**src/rtl/uart_stim_tx.sv**
```systemverilog
// Bench-side stimulus source: sequences the DUT reset after rst drops, then
// serialises bytes from a small FIFO onto a UART line with a configurable frame.
module uart_stim_tx #(
  parameter int CLKS_PER_BIT    = 868,
  parameter int DATA_BITS       = 8,
  parameter int PARITY          = 0,
  parameter int STOP_BITS       = 1,
  parameter int FIFO_DEPTH      = 16,
  parameter int RST_HOLD_CYCLES = 10
) (
  input  logic                          clk,
  input  logic                          rst,
  input  logic                          wr_en,
  input  logic [DATA_BITS-1:0]          wr_data,
  output logic                          full,
  output logic [$clog2(FIFO_DEPTH):0]   level,
  output logic                          overflow,
  output logic                          dut_rst,
  output logic                          txd,
  output logic                          busy,
  output logic                          byte_done
);
  localparam int AW = $clog2(FIFO_DEPTH);
  localparam int LW = AW + 1;
  localparam int BW = $clog2(CLKS_PER_BIT);
  localparam int CW = $clog2(DATA_BITS + 1);
  localparam int RW = $clog2(RST_HOLD_CYCLES + 1);

  localparam logic [BW-1:0] BAUD_LAST = BW'(CLKS_PER_BIT - 1);
  localparam logic [CW-1:0] BIT_LAST  = CW'(DATA_BITS - 1);
  localparam logic [RW-1:0] HOLD_LAST = RW'(RST_HOLD_CYCLES - 1);
  localparam logic [LW-1:0] DEPTH     = LW'(FIFO_DEPTH);
  localparam logic          STOP_LAST = (STOP_BITS == 2);

  localparam logic [2:0] S_IDLE   = 3'd0;
  localparam logic [2:0] S_START  = 3'd1;
  localparam logic [2:0] S_DATA   = 3'd2;
  localparam logic [2:0] S_PARITY = 3'd3;
  localparam logic [2:0] S_STOP   = 3'd4;

  logic [2:0]           state_q, state_d;
  logic [BW-1:0]        baud_q, baud_d;
  logic [CW-1:0]        bit_q, bit_d;
  logic                 stop_q, stop_d;
  logic [DATA_BITS-1:0] shift_q, shift_d;
  logic                 par_q, par_d;
  logic                 txd_q, txd_d;
  logic                 dut_rst_q, dut_rst_d;
  logic [RW-1:0]        rcnt_q, rcnt_d;
  logic [AW-1:0]        wptr_q, wptr_d, rptr_q, rptr_d;
  logic [LW-1:0]        level_q, level_d;
  logic                 full_q, full_d;
  logic                 ovf_q, ovf_d;
  logic [DATA_BITS-1:0] mem [FIFO_DEPTH];

  logic push, pop, baud_last;
  logic [DATA_BITS-1:0] head;

  function automatic logic parity_bit(input logic [DATA_BITS-1:0] d);
    return (PARITY == 1) ? ~^d : ^d;
  endfunction

  assign head      = mem[rptr_q];
  assign push      = wr_en && !full_q;
  assign baud_last = (baud_q == BAUD_LAST);

  always_comb begin
    state_d   = state_q;
    baud_d    = baud_q;
    bit_d     = bit_q;
    stop_d    = stop_q;
    shift_d   = shift_q;
    par_d     = par_q;
    txd_d     = txd_q;
    dut_rst_d = dut_rst_q;
    rcnt_d    = rcnt_q;
    wptr_d    = wptr_q;
    rptr_d    = rptr_q;
    ovf_d     = ovf_q;
    pop       = 1'b0;

    if (dut_rst_q) begin
      rcnt_d = rcnt_q + RW'(1);
      if (rcnt_q == HOLD_LAST) dut_rst_d = 1'b0;
    end

    if (state_q != S_IDLE) baud_d = baud_last ? '0 : baud_q + BW'(1);

    case (state_q)
      S_IDLE: begin
        txd_d = 1'b1;
        if (level_q != '0 && !dut_rst_q) pop = 1'b1;
      end
      S_START: begin
        if (baud_last) begin
          state_d = S_DATA;
          bit_d   = '0;
          txd_d   = shift_q[0];
          shift_d = shift_q >> 1;
        end
      end
      S_DATA: begin
        if (baud_last) begin
          if (bit_q != BIT_LAST) begin
            bit_d   = bit_q + CW'(1);
            txd_d   = shift_q[0];
            shift_d = shift_q >> 1;
          end else if (PARITY != 0) begin
            state_d = S_PARITY;
            txd_d   = par_q;
          end else begin
            state_d = S_STOP;
            stop_d  = 1'b0;
            txd_d   = 1'b1;
          end
        end
      end
      S_PARITY: begin
        if (baud_last) begin
          state_d = S_STOP;
          stop_d  = 1'b0;
          txd_d   = 1'b1;
        end
      end
      S_STOP: begin
        if (baud_last) begin
          if (stop_q != STOP_LAST) begin
            stop_d = 1'b1;
          end else if (level_q != '0) begin
            pop = 1'b1;
          end else begin
            state_d = S_IDLE;
            txd_d   = 1'b1;
          end
        end
      end
      default: begin
        state_d = S_IDLE;
        txd_d   = 1'b1;
      end
    endcase

    // Popping a byte always starts a fresh frame, whether from IDLE or straight out of STOP.
    if (pop) begin
      state_d = S_START;
      baud_d  = '0;
      txd_d   = 1'b0;
      shift_d = head;
      par_d   = parity_bit(head);
      rptr_d  = rptr_q + AW'(1);
    end

    if (push) wptr_d = wptr_q + AW'(1);
    if (wr_en && full_q) ovf_d = 1'b1;
    level_d = level_q + {{(LW-1){1'b0}}, push} - {{(LW-1){1'b0}}, pop};
    full_d  = (level_d == DEPTH);
  end

  always_ff @(posedge clk) begin
    if (rst) begin
      state_q   <= S_IDLE;
      baud_q    <= '0;
      bit_q     <= '0;
      stop_q    <= 1'b0;
      txd_q     <= 1'b1;
      dut_rst_q <= 1'b1;
      rcnt_q    <= '0;
      wptr_q    <= '0;
      rptr_q    <= '0;
      level_q   <= '0;
      full_q    <= 1'b0;
      ovf_q     <= 1'b0;
    end else begin
      state_q   <= state_d;
      baud_q    <= baud_d;
      bit_q     <= bit_d;
      stop_q    <= stop_d;
      txd_q     <= txd_d;
      dut_rst_q <= dut_rst_d;
      rcnt_q    <= rcnt_d;
      wptr_q    <= wptr_d;
      rptr_q    <= rptr_d;
      level_q   <= level_d;
      full_q    <= full_d;
      ovf_q     <= ovf_d;
    end
  end

  always_ff @(posedge clk) begin
    shift_q <= shift_d;
    par_q   <= par_d;
    if (push) mem[wptr_q] <= wr_data;
  end

  assign full      = full_q;
  assign level     = level_q;
  assign overflow  = ovf_q;
  assign dut_rst   = dut_rst_q;
  assign txd       = txd_q;
  assign busy      = (state_q != S_IDLE);
  assign byte_done = (state_q == S_STOP) && baud_last && (stop_q == STOP_LAST);
endmodule

```
**config.mk**
```make
export PLATFORM = sky130hd
export DESIGN_NAME = uart_stim_tx
export DESIGN_NICKNAME = d
export VERILOG_FILES = /design/src/rtl/uart_stim_tx.sv
export SDC_FILE = /design/constraint.sdc
export NUM_CORES = 1
export LEC_CHECK = 0
export ABC_AREA = 1
export BUFFER_PORTS_ARGS = -buffer_cell sky130_fd_sc_hd__buf_2
export CORE_MARGIN = 1.5
export CORE_UTILIZATION = 67
export CTS_CLUSTER_DIAMETER = 50
export DETAILED_ROUTE_END_ITERATION = 12
export GPL_ROUTABILITY_DRIVEN = 0
export HOLD_SLACK_MARGIN = 0.08
export PLACE_DENSITY = 0.85
export SYNTH_ARGS = -nofsm -noshare
export SYNTH_HDL_FRONTEND = slang
export SYNTH_SLANG_ARGS = --single-unit
```
**constraint.sdc**
```tcl
create_clock -name clk -period 4.45 [get_ports clk]
set_clock_uncertainty 0.05 [all_clocks]
set_input_delay 0 -clock clk [delete_from_list [all_inputs] [get_ports clk]]
set_output_delay 0 -clock clk [all_outputs]
set_load 0.01 [all_outputs]
```
==> metrics.cfg, run 1 <==
[outcome]
status=finished clean

[sta]
min_period_ns=3.00
tightest_slew_ns=1.26
rsz0062_at_grt=false
setup_viol=0
max_freq_ghz=0.334
finalHoldViolations=0
setup_ws_ns=1.45
relSlewSlack_pct=16.0
drv_slew=0
fin_tns_setup_ns=0
post-route-period-util_pct=67.4

[finish]
final_cell_count_no_fill=1024
area_growth_pct=10.7
antenna_cells=0
stdcell_area_um2=8780
utilization_pct=76.5
fin_nets=894
drive_above_1_share_pct=8.06
final.fill_count=663

[die]
die_y_um=112
fp.coreArea_um2=11500
num_rows=39
ios=22
die_x_um=112
initial_core_util_pct=69.1
die_area_um2=12500

[synth]
synthCells=842
ys_warn_count=0
yosysUniqueCellTypes=32
syn_nets=868
syn_avg_cell_area_um2=9.42
yosys_register_bits=178
synthArstFlopShare_pct=0
synth_edf_count=136
synth_flop_cell=edfxtp_1
syn_area_um2=7930
seq_area_frac_synth_pct=62.1

[route]
wl_um=18200
viasPerCell=5.83
antenna_left=0
wl_per_cell_um=17.7
via_count=5967
drc=0
dr.pass1.iters=7
drt_iter0_drc=702

[placed_design]
portBuffers=21
placed_area_um2=8100
hpwl_um=10800
placedCellCount=981
place_ws_ns=1.58

[cts]
root_buffer=clkbuf_16
cts_max_level=4
cts_buffer_depth=2
insertion_delay_ns=0.43
cts_sinks=178
post-cts-setup-buffer-count=0
cts_resized=0
hold_buffers=11
cts_tree=yes
clkSlewWorstSetupHoldPaths_ns=0.06
cts_buffers=17

[power]
p_leak_uw=0.00367
power.density_nw_per_um2=426
irDropWorstVdd_mv=0.383

[min_path]
hp-class=in2reg

[critical_path]
worstPathArrival_ns=3.32
worst-setup-path-type=reg2reg
required_ns=4.77
start_kind=flop
worst-path-max-fanout=16
worst_setup_path_end_kind=flop

[global_route]
grt_max_degree=67
antenna_found_initial=0
grtUsageTotal_pct=30.4
grt_pass1_wl_um=28900
grt_overflow=0
grt_pass1_vias=5859

[job]
cap_violations=0

==> report_power, final <==
group	switching [uW]	internal (uW)
sequential	34.1	1860
combinational	255	122
clock	638	833
==> layer usage <==
metal | up-vias | global-route usage [%] | share of wire (%) | wire length [um]
met2 | 356 | 51.7 | 51 | 9330
met1 | 2782 | 37.5 | 36 | 6560
met3 | 56 | 6.26 | 9.6 | 1750
met5 | - | 0 | 0 | 0
met4 | 0 | 14.4 | 2.9 | 522
li1 | 2773 | - | - | -
==> synth_stat cells, types with 2 or more instances <==
cell type	number	area, um^2
nand2_1	263	987
edfxtp_1	136	4080
inv_1	103	387
nand3_1	94	470
nor2_1	78	293
dfxtp_1	42	841
a21oi_1	25	125
o21ai_0	15	75.1
ha_1	14	175
clkbuf_1	12	45.0
xor2_1	10	87.6
buf_2	7	35.0
nand4_1	6	37.5
buf_1	5	18.8
nand2_2	5	31.3
nor3_1	4	20.0
buf_6	3	33.8
inv_2	3	11.3
nor2_2	3	18.8
nand3_2	2	20.0
==> cells in the final DEF (no fill, tap or decap), drive strengths merged, types with 6 or more instances in the layout <==
master and n:
nand2 270, edfxtp 136, inv 111, nand3 96
nor2 83, dfxtp 42, a21oi 25, buf 23
clkbuf 21, o21ai 15, ha 14, dlygate4sd3 11
xor2 10, nand4 6
==> metrics by stage <==
step | power, uW | hold WS [ns]
2_1_floorplan | 2150 | 0.0191
3_3_place_gp | 2250 | 0.192
3_5_place_dp | 2280 | 0.213
4_1_cts | 3720 | 0.413
5_1_grt | 3830 | 0.443
6_report | 3740 | 0.420
==> cell type report <==
cell class / instances / area [um^2] / share of cell area, %
clock buffers: 21 / 440 / 5.02
clock inverters: 11 / 130 / 1.48
inverters: 107 / 404 / 4.60
multi-input cells: 530 / 2470 / 28.1
flip-flops and latches: 178 / 4930 / 56.1
well taps: 143 / 179 / 2.04
repair buffers: 34 / 230 / 2.62
==> cell families after synthesis <==
| logic type | count (synthesis) | share of synthesized area, % |
|---|---|---|
| and+or+nand+nor | 462 | 24.7 |
| xor gates and xnor gates | 11 | 1.22 |
| AOI/OAI and AO/OA | 42 | 2.71 |
| adders and majority gates | 15 | 2.46 |
| buffers and inverters | 134 | 6.77 |
| DFF | 178 | 62.1 |
==> worst paths after layout <==
kind	end	startpoint	slack [ns]	cells after the start
worst max-delay path	full$_SDFF_PP0_	level[2]$_SDFF_PP0_	1.45	21
worst min-delay path	level[3]$_SDFF_PP0_	rst	0.42	3
worst max register to register	full$_SDFF_PP0_	level[2]$_SDFF_PP0_	1.45	21
worst min register to register	rcnt_q[3]$_SDFFE_PP0P_	rcnt_q[3]$_SDFFE_PP0P_	0.44	1
==> registers in the layout, summed over array words and instances (netlist names), named ones only <==
signal    cells
mem         128
baud_q       10
shift_q       8
level         5
bit_q         4
rcnt_q        4
rptr_q        4
wptr_q        4
state_q       3
dut_rst       1
full          1
overflow      1
txd           1
==> worst max-delay path, stage by stage (launching register included) <==
cell      delay, ns
dfxtp_1        0.36
inv_1          0.07
ha_1           0.19
inv_1          0.05
nor2_1         0.03
nand2_1        0.13
nand2_1        0.11
inv_1          0.11
nand2_4        0.09
nand2_8        0.13
inv_4          0.09
nand2_1        0.09
nand2_1        0.08
ha_1           0.22
fa_1           0.41
a21oi_1        0.20
o21bai_1       0.11
nand2_1        0.07
nand2_1        0.05
nor2_1         0.14
nand2_1        0.06
nor2_1         0.08
Power figures use the tool's default switching activity.
==> inputs of run 2 (changes only) <==
--- a/config.mk
+++ b/config.mk
@@ -8,12 +8,12 @@
 export ABC_AREA = 1
 export BUFFER_PORTS_ARGS = -buffer_cell sky130_fd_sc_hd__buf_2
 export CORE_MARGIN = 1.5
-export CORE_UTILIZATION = 67
+export CORE_UTILIZATION = 62
 export CTS_CLUSTER_DIAMETER = 50
 export DETAILED_ROUTE_END_ITERATION = 12
 export GPL_ROUTABILITY_DRIVEN = 0
 export HOLD_SLACK_MARGIN = 0.08
-export PLACE_DENSITY = 0.85
+export PLACE_DENSITY = 0.79
 export SYNTH_ARGS = -nofsm -noshare
 export SYNTH_HDL_FRONTEND = slang
 export SYNTH_SLANG_ARGS = --single-unit
==> constraint.sdc (replaced) <==
create_clock -name clk -period 2.85 [get_ports clk]
set_clock_uncertainty 0.05 [all_clocks]
set_input_delay 0 -clock clk [delete_from_list [all_inputs] [get_ports clk]]
set_output_delay 0 -clock clk [all_outputs]
set_load 0.01 [all_outputs]
==> metrics.cfg, run 2 (synthesized netlist as in run 1, its figures left out) <==
[critical_path]
worst_setup_path_end_kind=flop
start_kind=flop
worst-setup-path-type=reg2reg
worstPathArrival_ns=2.96  ; -0.36 ns
required_ns=3.17  ; -1.60 ns
worst-path-max-fanout=16  ; unchanged

[sta]
tightest_slew_ns=0.943  ; -0.317 ns
drv_slew=0  ; unchanged
finalHoldViolations=0  ; unchanged
relSlewSlack_pct=36.9  ; +21 points
max_freq_ghz=0.378  ; +13%
min_period_ns=2.64  ; -0.355 ns
setup_viol=0  ; unchanged
post-route-period-util_pct=92.7  ; +25 points

[finish]
largest_registers=mem x128, baud_q x10, shift_q x8
utilization_pct=70.9  ; -5.6 points
fin_nets=902  ; +0.89%
drive_above_1_share_pct=9.57  ; +1.5 points
antenna_cells=0  ; unchanged
largest_register_ffs=128  ; unchanged
area_growth_pct=12.4
final.fill_count=891  ; +34%
final_cell_mix=nand2_1 (262), edfxtp_1 (136), inv_1 (103)
top_register=mem
layout_commonest_cell=nand2_1

[global_route]
grtUsageTotal_pct=26.1  ; -4.3 points
antenna_found_initial=0  ; unchanged
grt_pass1_wl_um=26000  ; -10%
grt_pass1_vias=5384  ; -8.1%
grt_max_degree=63  ; -6.0%
grt_overflow=0  ; unchanged

[power]
finalPower_uw=5770  ; +54%
irDropWorstVdd_mv=0.485  ; +26%
p_leak_uw=0.00373  ; +1.5%
power.density_nw_per_um2=648  ; +52%

[cts]
insertion_delay_ns=0.42  ; about the same
clkSlewWorstSetupHoldPaths_ns=0.06  ; about the same
cts_buffer_depth=2  ; unchanged
cts_sinks=178  ; unchanged
root_buffer=clkbuf_16
cts_tree=yes
cts_buffers=17  ; unchanged
cts_max_level=4  ; unchanged

[route]
dr.pass1.iters=5  ; -2
wl_per_cell_um=15.5  ; -12%
antenna_left=0  ; unchanged
drt_iter0_drc=602  ; -14%
viasPerCell=5.40  ; -7.4%
wl_um=16500  ; -9.3%
drc=0  ; unchanged
via_count=5722  ; -4.1%

[job]
cap_violations=0  ; unchanged

[die]
die_area_um2=13500  ; +7.8%
die_x_um=116  ; +3.8%
die_y_um=116  ; +3.8%
initial_core_util_pct=63.1  ; -6.1 points
ios=22  ; unchanged
num_rows=41  ; +5.1%
fp.coreArea_um2=12600  ; +9.6%

[min_path]
hp-class=reg2reg

[placed_design]
hpwl_um=10100  ; -6.7%
portBuffers=21  ; unchanged

[outcome]
status=finished clean

## run 2: changes by cell type in the layout (fill, tap and decap cells not counted), moves of 2 or more
cell | before | now
clkbuf_1 | 4 | 1
clkinv_1 | 0 | 2
buf_12 | 0 | 2
buf_4 | 2 | 8
## run 2: power by group
part | switching, uW | internal, uW
Sequential | 53.3 | 2900
Clock | 944 | 1280
Combinational | 392 | 198
## run 2: final cells by class
| cell class | count | area [um^2] | share of cell area (%) |
|---|---|---|---|
| clock inverter | 13 | 135 | 1.52 |
| sequential | 178 | 4930 | 55.3 |
| clock buffer | 18 | 429 | 4.82 |
| inverter | 107 | 404 | 4.53 |
| tap | 172 | 215 | 2.41 |
| timing repair buffer | 42 | 315 | 3.54 |
| multi-input combinational | 530 | 2490 | 27.9 |
## run 2: final timing paths
path / startpoint / endpoint / cells past startpoint / slack, ns
setup / recovery: baud_q[0]$_SDFFE_PP0P_ / full$_SDFF_PP0_ / 19 / 0.21
hold / removal: rcnt_q[3]$_SDFFE_PP0P_ / rcnt_q[3]$_SDFFE_PP0P_ / 1 / 0.41
setup reg to reg: baud_q[0]$_SDFFE_PP0P_ / full$_SDFF_PP0_ / 19 / 0.21
hold reg to reg: rcnt_q[3]$_SDFFE_PP0P_ / rcnt_q[3]$_SDFFE_PP0P_ / 1 / 0.41
## run 2: through the flow
step                setup TNS (ns)  worst slack [ns]  instance area (um^2)  std cells  hold WS, ns
global placement                 0             0.206                  8200       1015        0.200
CTS                              0            0.0707                  8870       1057        0.406
finish                           0             0.207                  8910       1060        0.411
floorplan                        0             0.248                  7930        842       0.0191
global route               -0.0333           -0.0333                  8910       1060        0.419
detailed placement               0            0.0955                  8200       1015        0.208
## run 2: worst max-delay path, cell delays in order (launching register included)
cell	delay (ns)
dfxtp_1	0.37
ha_2	0.22
nand2_1	0.07
nor2_2	0.12
inv_2	0.07
nor2_8	0.14
nand2_4	0.10
nand2_8	0.13
inv_4	0.04
nand2_1	0.05
nand2_1	0.05
ha_1	0.20
fa_2	0.37
a21oi_2	0.15
o21bai_1	0.09
nand2_1	0.06
nand2_1	0.06
nor2_2	0.11
nand2_1	0.06
nor2_1	0.08
## run 2: routing by layer
layer	vias up	track usage, %	part of all wire [%]
li1	2797	-	-
met1	2698	33.4	41
met2	202	43.5	51
met3	25	5.13	6.1
met4	0	12.2	1.8
met5	-	0	0
## run 2: timing repair
item | in CTS | in global routing
hold buffers | 11 | 0
endpoints found under the hold margin | 142 | 0
buffers inserted | 0 | 3
setup endpoints to repair | 0 | 2
gates resized for setup | 0 | 7
==> inputs of run 3 (changes only) <==
--- a/config.mk
+++ b/config.mk
@@ -13,6 +13,7 @@
 export DETAILED_ROUTE_END_ITERATION = 12
 export GPL_ROUTABILITY_DRIVEN = 0
 export HOLD_SLACK_MARGIN = 0.08
+export MAX_ROUTING_LAYER = met4
 export PLACE_DENSITY = 0.79
 export SYNTH_ARGS = -nofsm -noshare
 export SYNTH_HDL_FRONTEND = slang
==> metrics.cfg, run 3 (synthesized netlist as in run 1, its figures left out) <==
[global_route]
grt.met3_usage_pct=5.13  ; unchanged
grt_pass1_wl_um=26000  ; about the same
grt_pass1_vias=5379  ; -0.093%
grt_overflow=0  ; unchanged
antenna_found_initial=0  ; unchanged
use_met2_pct=43.5  ; unchanged
grt_max_degree=63  ; unchanged
grtUsageTotal_pct=27.0  ; +0.83 points
use_met1_pct=33.4  ; -0.036 points
busiest_layer=met2

[route]
viasPerCell=5.42  ; +0.31%
antenna_left=0  ; unchanged
wl_per_cell_um=15.5  ; about the same
drc=0  ; unchanged
wl_um=16500  ; about the same
dr.pass1.iters=5  ; unchanged
drt_iter0_drc=540  ; -10%
via_count=5740  ; +0.31%

[sta]
drv_slew=0  ; unchanged
min_period_ns=2.65  ; +0.00894 ns
fin_tns_setup_ns=0  ; unchanged
tightest_slew_ns=0.957  ; +0.0146 ns
finalHoldViolations=0  ; unchanged
relSlewSlack_pct=36.0  ; -0.98 points
setup_viol=0  ; unchanged
post-route-period-util_pct=93.1  ; +0.31 points
max_freq_ghz=0.377  ; -0.34%

[power]
switching_share_pct=24.1  ; about the same
finalPower_uw=5770  ; about the same
switchingPower_uw=1390  ; +0.10%
power_frac_clock_pct=38.6  ; about the same
p_int_uw=4380  ; about the same
power.density_nw_per_um2=648  ; about the same
comb_power_share_pct=10.2  ; about the same
seqPwrFrac_pct=51.2  ; about the same
irDropWorstVdd_mv=0.485  ; about the same
p_leak_uw=0.00373  ; unchanged

[finish]
stdcell_area_um2=8910  ; unchanged
final_cell_count_no_fill=1060  ; unchanged
utilization_pct=70.9  ; unchanged
final_cell_mix=nand2_1 (262), edfxtp_1 (136), inv_1 (103)
antenna_cells=0  ; unchanged
layout_commonest_cell=nand2_1
multi_input_area_um2=2490  ; unchanged
regArea_um2=4930  ; unchanged
fin_nets=902  ; unchanged
largest_registers=mem x128, baud_q x10, shift_q x8
area_growth_pct=12.4  ; unchanged
drive_above_1_share_pct=9.57  ; unchanged
final.fill_count=891  ; unchanged
largest_register_ffs=128  ; unchanged
top_register=mem

[placed_design]
placed_area_um2=8200  ; unchanged
portBuffers=21  ; unchanged
hpwl_um=10100  ; unchanged
placedCellCount=1015  ; unchanged

[min_path]
holdPathEnd=rcnt_q[3]$_SDFFE_PP0P_
hold_start=rcnt_q[3]$_SDFFE_PP0P_
hold_depth=1  ; unchanged
hp-class=reg2reg

[critical_path]
worst-setup-path-type=reg2reg
worstPathArrival_ns=2.97  ; about the same
reg2reg_to=full$_SDFF_PP0_
reg2reg_from=baud_q[0]$_SDFFE_PP0P_
start_kind=flop
rr_worst_depth=19  ; unchanged
worst-path-max-fanout=16  ; unchanged
required_ns=3.17  ; about the same
worst_setup_path_end_kind=flop
rrSetupSlack_ns=0.20  ; about the same

[job]
cap_violations=0  ; unchanged

[die]
ios=22  ; unchanged
fp.coreArea_um2=12600  ; unchanged
die_x_um=116  ; unchanged
num_rows=41  ; unchanged
initial_core_util_pct=63.1  ; unchanged
die_y_um=116  ; unchanged
die_area_um2=13500  ; unchanged

[cts]
cts_buffers=17  ; unchanged
cts_tree=yes
cts_max_level=4  ; unchanged
cts_sinks=178  ; unchanged
clkSlewWorstSetupHoldPaths_ns=0.06  ; about the same
root_buffer=clkbuf_16
cts_buffer_depth=2  ; unchanged
insertion_delay_ns=0.43  ; about the same

[outcome]
status=finished clean

==> run 3: worst max path at each step <==
| stage | endpoint | from | slack [ns] |
|---|---|---|---|
| after floorplan | full$_SDFF_PP0_ | level[2]$_SDFF_PP0_ | 0.25 |
| after global placement | full$_SDFF_PP0_ | baud_q[0]$_SDFFE_PP0P_ | 0.21 |
| after detailed placement | full$_SDFF_PP0_ | baud_q[1]$_SDFFE_PP0P_ | 0.1 |
| after CTS | full$_SDFF_PP0_ | baud_q[1]$_SDFFE_PP0P_ | 0.07 |
| after global routing | full$_SDFF_PP0_ | baud_q[1]$_SDFFE_PP0P_ | -0.03 |
| final | full$_SDFF_PP0_ | baud_q[0]$_SDFFE_PP0P_ | 0.20 |
==> run 3: power groups by stage <==
stage	combinational, uW	sequential [uW]	clock [uW]
after floorplan	345	3010	0
after global placement	518	3000	0
after detailed placement	538	3010	0
after CTS	561	2950	2240
after global routing	663	2970	2330
final	590	2960	2230
==> run 3: timing repair <==
item	4_1_cts	5_1_grt
hold buffers	11	0
buffers inserted	0	3
resized for setup	0	7
setup endpoints to repair	0	2
hold endpoints to repair	142	0
==> run 3: metal layers <==
metal | part of all wire (%) | up-vias
met5 | 0 | -
met4 | 2.6 | 0
met3 | 6.1 | 44
met2 | 50 | 202
met1 | 41 | 2700
li1 | - | 2794
==> run 3: cell type report <==
cell class | instances | area share (%)
flip-flops and latches | 178 | 55.3
repair buffers | 42 | 3.54
clock inverters | 13 | 1.52
clock buffers | 18 | 4.82
inverters | 107 | 4.53
multi-input cells | 530 | 27.9
well taps | 172 | 2.41
==> run 3: critical path, cell delays in order, from the launching register on <==
cell	delay [ns]
dfxtp_1	0.37
ha_2	0.22
nand2_1	0.07
nor2_2	0.12
inv_2	0.07
nor2_8	0.14
nand2_4	0.10
nand2_8	0.13
inv_4	0.04
nand2_1	0.05
nand2_1	0.05
ha_1	0.20
fa_2	0.37
a21oi_2	0.15
o21bai_1	0.09
nand2_1	0.06
nand2_1	0.06
nor2_2	0.11
nand2_1	0.06
nor2_1	0.08
==> run 3: through the flow <==
stage                     setup WS [ns]  hold WS, ns
after floorplan                   0.248       0.0191
after global placement            0.206        0.200
after detailed placement         0.0955        0.208
after CTS                        0.0707        0.406
after global routing            -0.0340        0.420
final                             0.198        0.411
